File: config.mk
export PLATFORM = sky130hd
export DESIGN_NAME = vga_timing_core_flat
export DESIGN_NICKNAME = d
export VERILOG_FILES = /design/src/rtl/vga_timing_if.sv /design/src/rtl/vga_timing_core.sv /design/src/flat_wrapper.sv
export SDC_FILE = /design/constraint.sdc
export NUM_CORES = 1
export LEC_CHECK = 0
export BUFFER_PORTS_ARGS = -buffer_cell sky130_fd_sc_hd__buf_2
export CAP_MARGIN = 10
export CORE_ASPECT_RATIO = 0.6
export CORE_MARGIN = 2
export CORE_UTILIZATION = 50
export CTS_CLUSTER_DIAMETER = 50
export CTS_CLUSTER_SIZE = 28
export DETAILED_ROUTE_END_ITERATION = 8
export PLACE_DENSITY = 0.79
export SETUP_SLACK_MARGIN = 0.5
export SYNTH_ARGS = -nofsm -noshare
export SYNTH_HDL_FRONTEND = slang
export SYNTH_SLANG_ARGS = --single-unit
File: constraint.sdc
create_clock -name clk -period 4.1 [get_ports clk]
set_clock_uncertainty 0.2 [all_clocks]
set_input_delay 0.82 -clock clk [delete_from_list [all_inputs] [get_ports clk]]
set_output_delay 0.82 -clock clk [all_outputs]
set_load 0.05 [all_outputs]
File: src/rtl/vga_timing_if.sv
// Raster timing bundle: pixel-advance enable in, position/sync/strobe/frame outputs back.
interface vga_timing_if #(
  parameter int unsigned FRAME_W = 10
);
  localparam int unsigned POS_W = 10;

  logic               ce;
  logic [POS_W-1:0]   hpos;
  logic [POS_W-1:0]   vpos;
  logic               hsync;
  logic               vsync;
  logic               display_on;
  logic               line_start;
  logic               frame_start;
  logic [FRAME_W-1:0] frame_count;

  // Timing generator side
  modport master (
    input  ce,
    output hpos, vpos, hsync, vsync, display_on, line_start, frame_start, frame_count
  );

  // Pixel-pattern consumer side
  modport slave (
    output ce,
    input  hpos, vpos, hsync, vsync, display_on, line_start, frame_start, frame_count
  );
endinterface

File: src/rtl/vga_timing_core.sv
// Parameterised VGA raster generator: position counters, sync/display decode,
// line/frame strobes and a free-running frame counter, all registered with zero skew.
module vga_timing_core #(
  parameter int unsigned H_DISPLAY = 640,
  parameter int unsigned H_FRONT   = 16,
  parameter int unsigned H_SYNC    = 96,
  parameter int unsigned H_BACK    = 48,
  parameter int unsigned V_DISPLAY = 480,
  parameter int unsigned V_FRONT   = 10,
  parameter int unsigned V_SYNC    = 2,
  parameter int unsigned V_BACK    = 33,
  parameter bit          SYNC_POL  = 1'b0,
  parameter int unsigned FRAME_W   = 10
) (
  input  logic           clk,
  input  logic           reset,
  vga_timing_if.master   vga
);
  localparam int unsigned POS_W    = 10;
  localparam int unsigned CMP_W    = POS_W + 1;
  localparam int unsigned H_TOTAL  = H_DISPLAY + H_FRONT + H_SYNC + H_BACK;
  localparam int unsigned V_TOTAL  = V_DISPLAY + V_FRONT + V_SYNC + V_BACK;
  localparam int unsigned HS_START = H_DISPLAY + H_FRONT;
  localparam int unsigned HS_END   = HS_START + H_SYNC;
  localparam int unsigned VS_START = V_DISPLAY + V_FRONT;
  localparam int unsigned VS_END   = VS_START + V_SYNC;

  logic [POS_W-1:0]   hpos_q, vpos_q;
  logic               hsync_q, vsync_q, display_on_q, line_start_q, frame_start_q;
  logic [FRAME_W-1:0] frame_count_q;

  logic [POS_W-1:0]   hpos_nx, vpos_nx;
  logic               h_wrap, hs_act_nx, vs_act_nx, disp_nx, line_nx, frame_nx;

  // Next raster position and decode of that position, so registered outputs line up with it
  always_comb begin
    h_wrap    = (hpos_q == POS_W'(H_TOTAL - 1));
    hpos_nx   = h_wrap ? '0 : hpos_q + POS_W'(1);
    vpos_nx   = vpos_q;
    if (h_wrap) begin
      vpos_nx = (vpos_q == POS_W'(V_TOTAL - 1)) ? '0 : vpos_q + POS_W'(1);
    end
    hs_act_nx = ({1'b0, hpos_nx} >= CMP_W'(HS_START)) && ({1'b0, hpos_nx} < CMP_W'(HS_END));
    vs_act_nx = ({1'b0, vpos_nx} >= CMP_W'(VS_START)) && ({1'b0, vpos_nx} < CMP_W'(VS_END));
    disp_nx   = ({1'b0, hpos_nx} < CMP_W'(H_DISPLAY)) && ({1'b0, vpos_nx} < CMP_W'(V_DISPLAY));
    line_nx   = (hpos_nx == '0);
    frame_nx  = line_nx && (vpos_nx == '0);
  end

  // Raster state: reset parks at the last pixel so the first advance lands on (0,0)
  always_ff @(posedge clk) begin
    if (reset) begin
      hpos_q        <= POS_W'(H_TOTAL - 1);
      vpos_q        <= POS_W'(V_TOTAL - 1);
      hsync_q       <= ~SYNC_POL;
      vsync_q       <= ~SYNC_POL;
      display_on_q  <= 1'b0;
      line_start_q  <= 1'b0;
      frame_start_q <= 1'b0;
      frame_count_q <= '1;
    end else if (vga.ce) begin
      hpos_q        <= hpos_nx;
      vpos_q        <= vpos_nx;
      hsync_q       <= hs_act_nx ? SYNC_POL : ~SYNC_POL;
      vsync_q       <= vs_act_nx ? SYNC_POL : ~SYNC_POL;
      display_on_q  <= disp_nx;
      line_start_q  <= line_nx;
      frame_start_q <= frame_nx;
      if (frame_nx) begin
        frame_count_q <= frame_count_q + FRAME_W'(1);
      end
    end else begin
      line_start_q  <= 1'b0;
      frame_start_q <= 1'b0;
    end
  end

  assign vga.hpos        = hpos_q;
  assign vga.vpos        = vpos_q;
  assign vga.hsync       = hsync_q;
  assign vga.vsync       = vsync_q;
  assign vga.display_on  = display_on_q;
  assign vga.line_start  = line_start_q;
  assign vga.frame_start = frame_start_q;
  assign vga.frame_count = frame_count_q;
endmodule
File: src/flat_wrapper.sv
// flat-port wrapper written by rule: the top's interface ports become plain ports
module vga_timing_core_flat 
#(
  parameter int unsigned H_DISPLAY = 640,
  parameter int unsigned H_FRONT   = 16,
  parameter int unsigned H_SYNC    = 96,
  parameter int unsigned H_BACK    = 48,
  parameter int unsigned V_DISPLAY = 480,
  parameter int unsigned V_FRONT   = 10,
  parameter int unsigned V_SYNC    = 2,
  parameter int unsigned V_BACK    = 33,
  parameter bit          SYNC_POL  = 1'b0,
  parameter int unsigned FRAME_W   = 10
)
  (clk, reset, vga_ce, vga_hpos, vga_vpos, vga_hsync, vga_vsync, vga_display_on, vga_line_start, vga_frame_start, vga_frame_count);
  vga_timing_if #(.FRAME_W(FRAME_W)) vga_i ();
  input  logic clk;
  input  logic reset;
  input wire logic [$bits(vga_i.ce)-1:0] vga_ce;
  output wire logic [$bits(vga_i.hpos)-1:0] vga_hpos;
  output wire logic [$bits(vga_i.vpos)-1:0] vga_vpos;
  output wire logic [$bits(vga_i.hsync)-1:0] vga_hsync;
  output wire logic [$bits(vga_i.vsync)-1:0] vga_vsync;
  output wire logic [$bits(vga_i.display_on)-1:0] vga_display_on;
  output wire logic [$bits(vga_i.line_start)-1:0] vga_line_start;
  output wire logic [$bits(vga_i.frame_start)-1:0] vga_frame_start;
  output wire logic [$bits(vga_i.frame_count)-1:0] vga_frame_count;
  assign vga_i.ce = vga_ce;
  assign vga_hpos = vga_i.hpos;
  assign vga_vpos = vga_i.vpos;
  assign vga_hsync = vga_i.hsync;
  assign vga_vsync = vga_i.vsync;
  assign vga_display_on = vga_i.display_on;
  assign vga_line_start = vga_i.line_start;
  assign vga_frame_start = vga_i.frame_start;
  assign vga_frame_count = vga_i.frame_count;
  vga_timing_core #(.H_DISPLAY(H_DISPLAY), .H_FRONT(H_FRONT), .H_SYNC(H_SYNC), .H_BACK(H_BACK), .V_DISPLAY(V_DISPLAY), .V_FRONT(V_FRONT), .V_SYNC(V_SYNC), .V_BACK(V_BACK), .SYNC_POL(SYNC_POL), .FRAME_W(FRAME_W)) u_core (.clk(clk), .reset(reset), .vga(vga_i));
endmodule
* Word level (Yosys, flattened, before mapping)
Cells that the tools add are included.
** Word-level totals
- Register bits :: 35
- Bits in latches :: 0
- Bits in writable memories :: 0
- Memory bits (read-only) :: 0
- Input bits :: 3
- Output and inout port bits :: 35
- Word-level logic and storage cells :: 33
- Memories :: 0
** Cells by class
- $add $sub $neg :: 3
- Multipliers :: 0
- Div/mod/pow operators :: 0
- Order comparisons :: 6
- Equality and inequality tests :: 2
- Shifts and indexed selects :: 0
- Mux-type cells :: 5
- Bitwise gates (word level) :: 1
- Reductions and logical operators :: 8
** Operator list (count)
- $add A10 B1 Y10 const B :: 3
- $mux W10 :: 3
- $eq A10 B10 Y1 const B :: 2
- $logic_not A10 Y1 :: 2
- $lt A10 B10 Y1 const B :: 2
- $lt A10 B9 Y1 const B :: 2
- $ge A10 B10 Y1 const B :: 1
- $ge A10 B9 Y1 const B :: 1
- $logic_and A1 B1 Y1 :: 4
- $mux W1 :: 2
- $reduce_and A2 Y1 :: 1
- $reduce_or A2 Y1 :: 1
- $not A1 Y1 :: 1

* Longest topological paths before layout
- Word-level depth :: 6
- Depth in mapped cells :: 11
- Gate-level depth less buffers :: 9

* Worst setup path after synthesis
OpenSTA, ideal clock, no wires.
- Path kind :: reg2reg
- Start :: register u_core.hpos_q[0], in the netlist u_core.vga.hpos[0]
- End :: register u_core.frame_count_q[6], in the netlist u_core.vga.frame_count[6]
- Library setup time :: 63 ps
- Arrival :: 3127 ps
- Data required time :: 3837 ps
- Slack :: 710 ps
- Stages on the path, launching flop included :: 11
- Path buffers :: 2
- Period minus slack after synthesis :: 3390 ps
- Path through :: dfxtp_1 > ha_1 > and4_1 > buf_6 > and3_1 > buf_6 > o2111ai_2 > or2_1 > or4_4 > or4_1 > nand3_1
** On the way
- Longest elaborated chain between the ends :: 5
- Elaborated cells on any way between the ends :: 8
- Those cells by class :: add/sub: 1; eq/ne: 1; mux: 2; reduce/logical: 4
** Ends and longest elaborated chain
- start, declared :: RTL line vga_timing_core.sv:28 : logic [POS_W-1:0] hpos_q, vpos_q;
- start signal, assigned :: RTL line vga_timing_core.sv:53 : hpos_q <= POS_W'(H_TOTAL - 1);
- start signal, assigned :: RTL line vga_timing_core.sv:62 : hpos_q <= hpos_nx;
- $add A10 B1 Y10 or $eq A10 B10 Y1 (tied branches) :: RTL line vga_timing_core.sv:38, vga_timing_core.sv:37
- $mux W10, on equally long branches :: RTL line vga_timing_core.sv:38, vga_timing_core.sv:40
- $logic_not A10 Y1, on equally long branches :: RTL line vga_timing_core.sv:46, vga_timing_core.sv:47
- $logic_and A1 B1 Y1 * :: RTL line vga_timing_core.sv:47 : frame_nx = line_nx && (vpos_nx == '0);
- $reduce_and A2 Y1 (no source line) *
- end signal, assigned :: RTL line vga_timing_core.sv:70 : frame_count_q <= frame_count_q + FRAME_W'(1);
- end, declared :: RTL line vga_timing_core.sv:30 : logic [FRAME_W-1:0] frame_count_q;
Mark *: on every way between the ends. The rest lies on a longest branch, timed or not.
A chain may end at the register's enable or synchronous reset.

* Worst setup path after layout
Same ends and word-level chain as after synthesis.

==> metrics.txt <==
status=finished clean; placed cell area=2360 um^2; final setup margin=approximately 0.73 ns; register area share after synthesis=32.13%; startpoint class of the critical path=flip-flop; wire per inst=14.97 um; syn nets=284; vias in the first global route=1,778; Root Buffer=clkbuf_8; total grt overflow=0; area delta synth->final=14.52%; Max Root-Sink Buffers=2; CP bufs+invs=0; Hold Slack=around 0.29 ns; final hold violations=0; number of I/O pins=38; VDD IR max=approximately 0.27 mV; multi-input logic area=approximately 1400 um^2; initial drt markers=141; htree depth=2; crit path kind=flip-flop to flip-flop; max cap viols=0; leak pwr=1.013 nW; remaining antenna violation count=0; vias per std cell=roughly 6.0; Setup TNS=0 ns; CP cell instances=ha_1 -> and4_2 -> and3_1 -> o2111ai_2 -> or2_1 -> or4_4 -> or4_1 -> nand3_1; CORE AREA=4144 um^2; Setup Buffers After CTS=0; total global-route track usage=23.34%; Layout Nets=311; max-slew violations=0; Post-synth EDFFs=0; num rows=18; crit path time final=between 3 and 4 ns; share of post-route cells with drive strength above 1=18.09%; Synth Register Bits=35; DR pass1 iterations=5; Clock Latency Late Sink=0.30 ns; Final Wtd Congestion=0.8520; Die ar.=4923 um^2; Vias=2,192; synthesized area=around 2200 um^2; Synth Flop Type=dfxtp_1; Synth cell types=56; syn_area_per_cell=7.902 um^2; fmax=0.2964 GHz; Antenna Cells=0; WP data required=4.14 ns; port buffer count=37; Crit path max-delay family=simple AND/OR/NAND/NOR gates; Syn Inst Count=276; DRC Markers=0; Crit Path Max Fanout=11; Die X=89.26 um; Critical Path AT=roughly 3.4 ns; effective utilization at floorplan=around 53%; CTS tree=done; yosys warns=0; DPL Wire Length=roughly 3800 um; Worst-Margin Slew=between 0.5 and 0.6 ns; initial antenna violation count=0; Final period util=between 80% and 90%; chip height=55.16 um; register area=approximately 700 um^2; # clock sinks=35; relative slew slack=63.75%; Worst-path clk slew=0.08 ns; final instance area=2497 um^2; ys async rst share=0%; slowest cell on the critical path=or4_4; fill count=~400; Setup WS pre-CTS=just under 0.7 ns; critical path capture point type=flip-flop; worst hold path class=flip-flop to flip-flop; PD cells=440.9 nW/um^2; RSZ-0062 raised after global routing=false; Post-CTS Hold Buffers=0; first-pass GRT wire length=8714 um; CP max stage delay=0.52 ns; largest net degree at the start of global routing=30; Routed WL=5448 um; final setup violation count=0; Num CTS Buffers=5
## placed cells by master (no fill, tap or decap), drive strengths merged, types with 3 or more instances in the layout
cell / synthesis / layout
buf: 9 / 39
dfxtp: 35 / 35
nand2: 23 / 23
nor2: 22 / 22
nand3: 20 / 20
o21ai: 15 / 15
a21oi: 15 / 15
nor3: 13 / 13
nand4: 8 / 8
xnor2: 8 / 8
a31oi: 8 / 8
and4: 8 / 8
and3: 7 / 7
inv: 6 / 6
mux2i: 5 / 5
xor2: 5 / 5
ha: 5 / 5
clkbuf: 10 / 5
a21o: 3 / 3
nor2b: 3 / 3
nand2b: 3 / 3
o211ai: 3 / 3
and2: 3 / 3
or4: 3 / 3
## registers in the layout, indices dropped and copies added, names as in the netlist
name	count
u_core.vga.frame_count	10
u_core.vga.hpos	10
u_core.vga.vpos	10
u_core.vga.display_on	1
u_core.vga.frame_start	1
u_core.vga.hsync	1
u_core.vga.line_start	1
u_core.vga.vsync	1
## through the flow
step | power [mW] | std cells | util [%]
CTS | 1.101 | 364 | 60.24
finish | 1.101 | 364 | 60.27
global route | 1.153 | 364 | 60.27
floorplan | 0.6623 | 276 | -
detailed placement | 0.7193 | 356 | 56.94
global placement | 0.7131 | 356 | 56.94
## per-layer routing
| layer | part of all wire [%] | vias to the layer above | track usage (%) | routed length [um] |
|---|---|---|---|---|
| li1 | - | 1080 | - | - |
| met2 | 43 | 76 | 33.95 | 2325 |
| met5 | 0 | - | 0 | 0 |
| met1 | 50 | 1029 | 34.23 | 2709 |
| met4 | 1.0 | 0 | 5.224 | 57 |
| met3 | 6.5 | 7 | 6.380 | 356 |
## worst reg2reg max path, stage by stage, from the launching register on
cell and delay, ns:
dfxtp_1 0.46, ha_1 0.30, and4_2 0.38, and3_1 0.41
o2111ai_2 0.20, or2_1 0.29, or4_4 0.52, or4_1 0.47
nand3_1 0.09
## power by group
part,switching (mW),leakage [nW],internal [mW]
logic,0.223,0.664,0.0976
registers,0.0377,0.285,0.358
clock network,0.141,0.0644,0.243
## cells by family after synthesis
group                      after synthesis  share of synthesized area [%]
and+or+nand+nor                        129                          32.76
AOI/OAI and AO/OA                       63                          19.11
adders and majority gates                5                          2.869
buffers and inverters                   26                          5.622
xor gates and xnor gates                13                          5.221
muxes                                    5                          2.295
DFF                                     35                          32.13
## cells in the mapped netlist, types with 3 or more instances
master / number / area (um^2)
a21o_1: 3 / 22.52
a21oi_1: 15 / 75.07
a31oi_1: 8 / 50.05
and2_1: 3 / 18.77
and3_1: 7 / 43.79
and4_1: 8 / 70.07
buf_2: 5 / 25.02
clkbuf_1: 10 / 37.54
dfxtp_1: 35 / 700.7
ha_1: 5 / 62.56
inv_1: 6 / 22.52
mux2i_1: 5 / 50.05
nand2_1: 23 / 86.33
nand2b_1: 3 / 18.77
nand3_1: 20 / 100.1
nand4_1: 8 / 50.05
nor2_1: 22 / 82.58
nor2b_1: 3 / 18.77
nor3_1: 13 / 65.06
o211ai_1: 3 / 22.52
o21ai_0: 15 / 75.07
xnor2_1: 8 / 70.07
xor2_1: 5 / 43.79
## path summary, 6_finish.rpt
path | startpoint | depth (start not counted) | slack (ns) | endpoint
worst max-delay path | u_core.vga.hpos[0] | 8 | 0.73 | u_core.vga.frame_count[6]
worst min-delay path | u_core.vga.hsync | 2 | 0.29 | u_core.vga.hsync
worst max register to register | u_core.vga.hpos[0] | 8 | 0.73 | u_core.vga.frame_count[6]
worst min register to register | u_core.vga.hsync | 2 | 0.29 | u_core.vga.hsync
## repair_timing
| item | 4_1_cts | 5_1_grt |
|---|---|---|
| gates resized for setup | 0 | 1 |
| hold endpoints to repair | 0 | 0 |
| endpoints found under the setup margin | 0 | 2 |
## layout make-up
cell class	instances	area share, %
multi-input cells	215	54.41
flip-flops and latches	35	28.06
repair buffers	39	8.016
well taps	60	3.006
clock buffers	5	2.756
clock inverters	3	2.705
inverters	7	1.052
No activity file was read; power rests on OpenSTA's default activity.
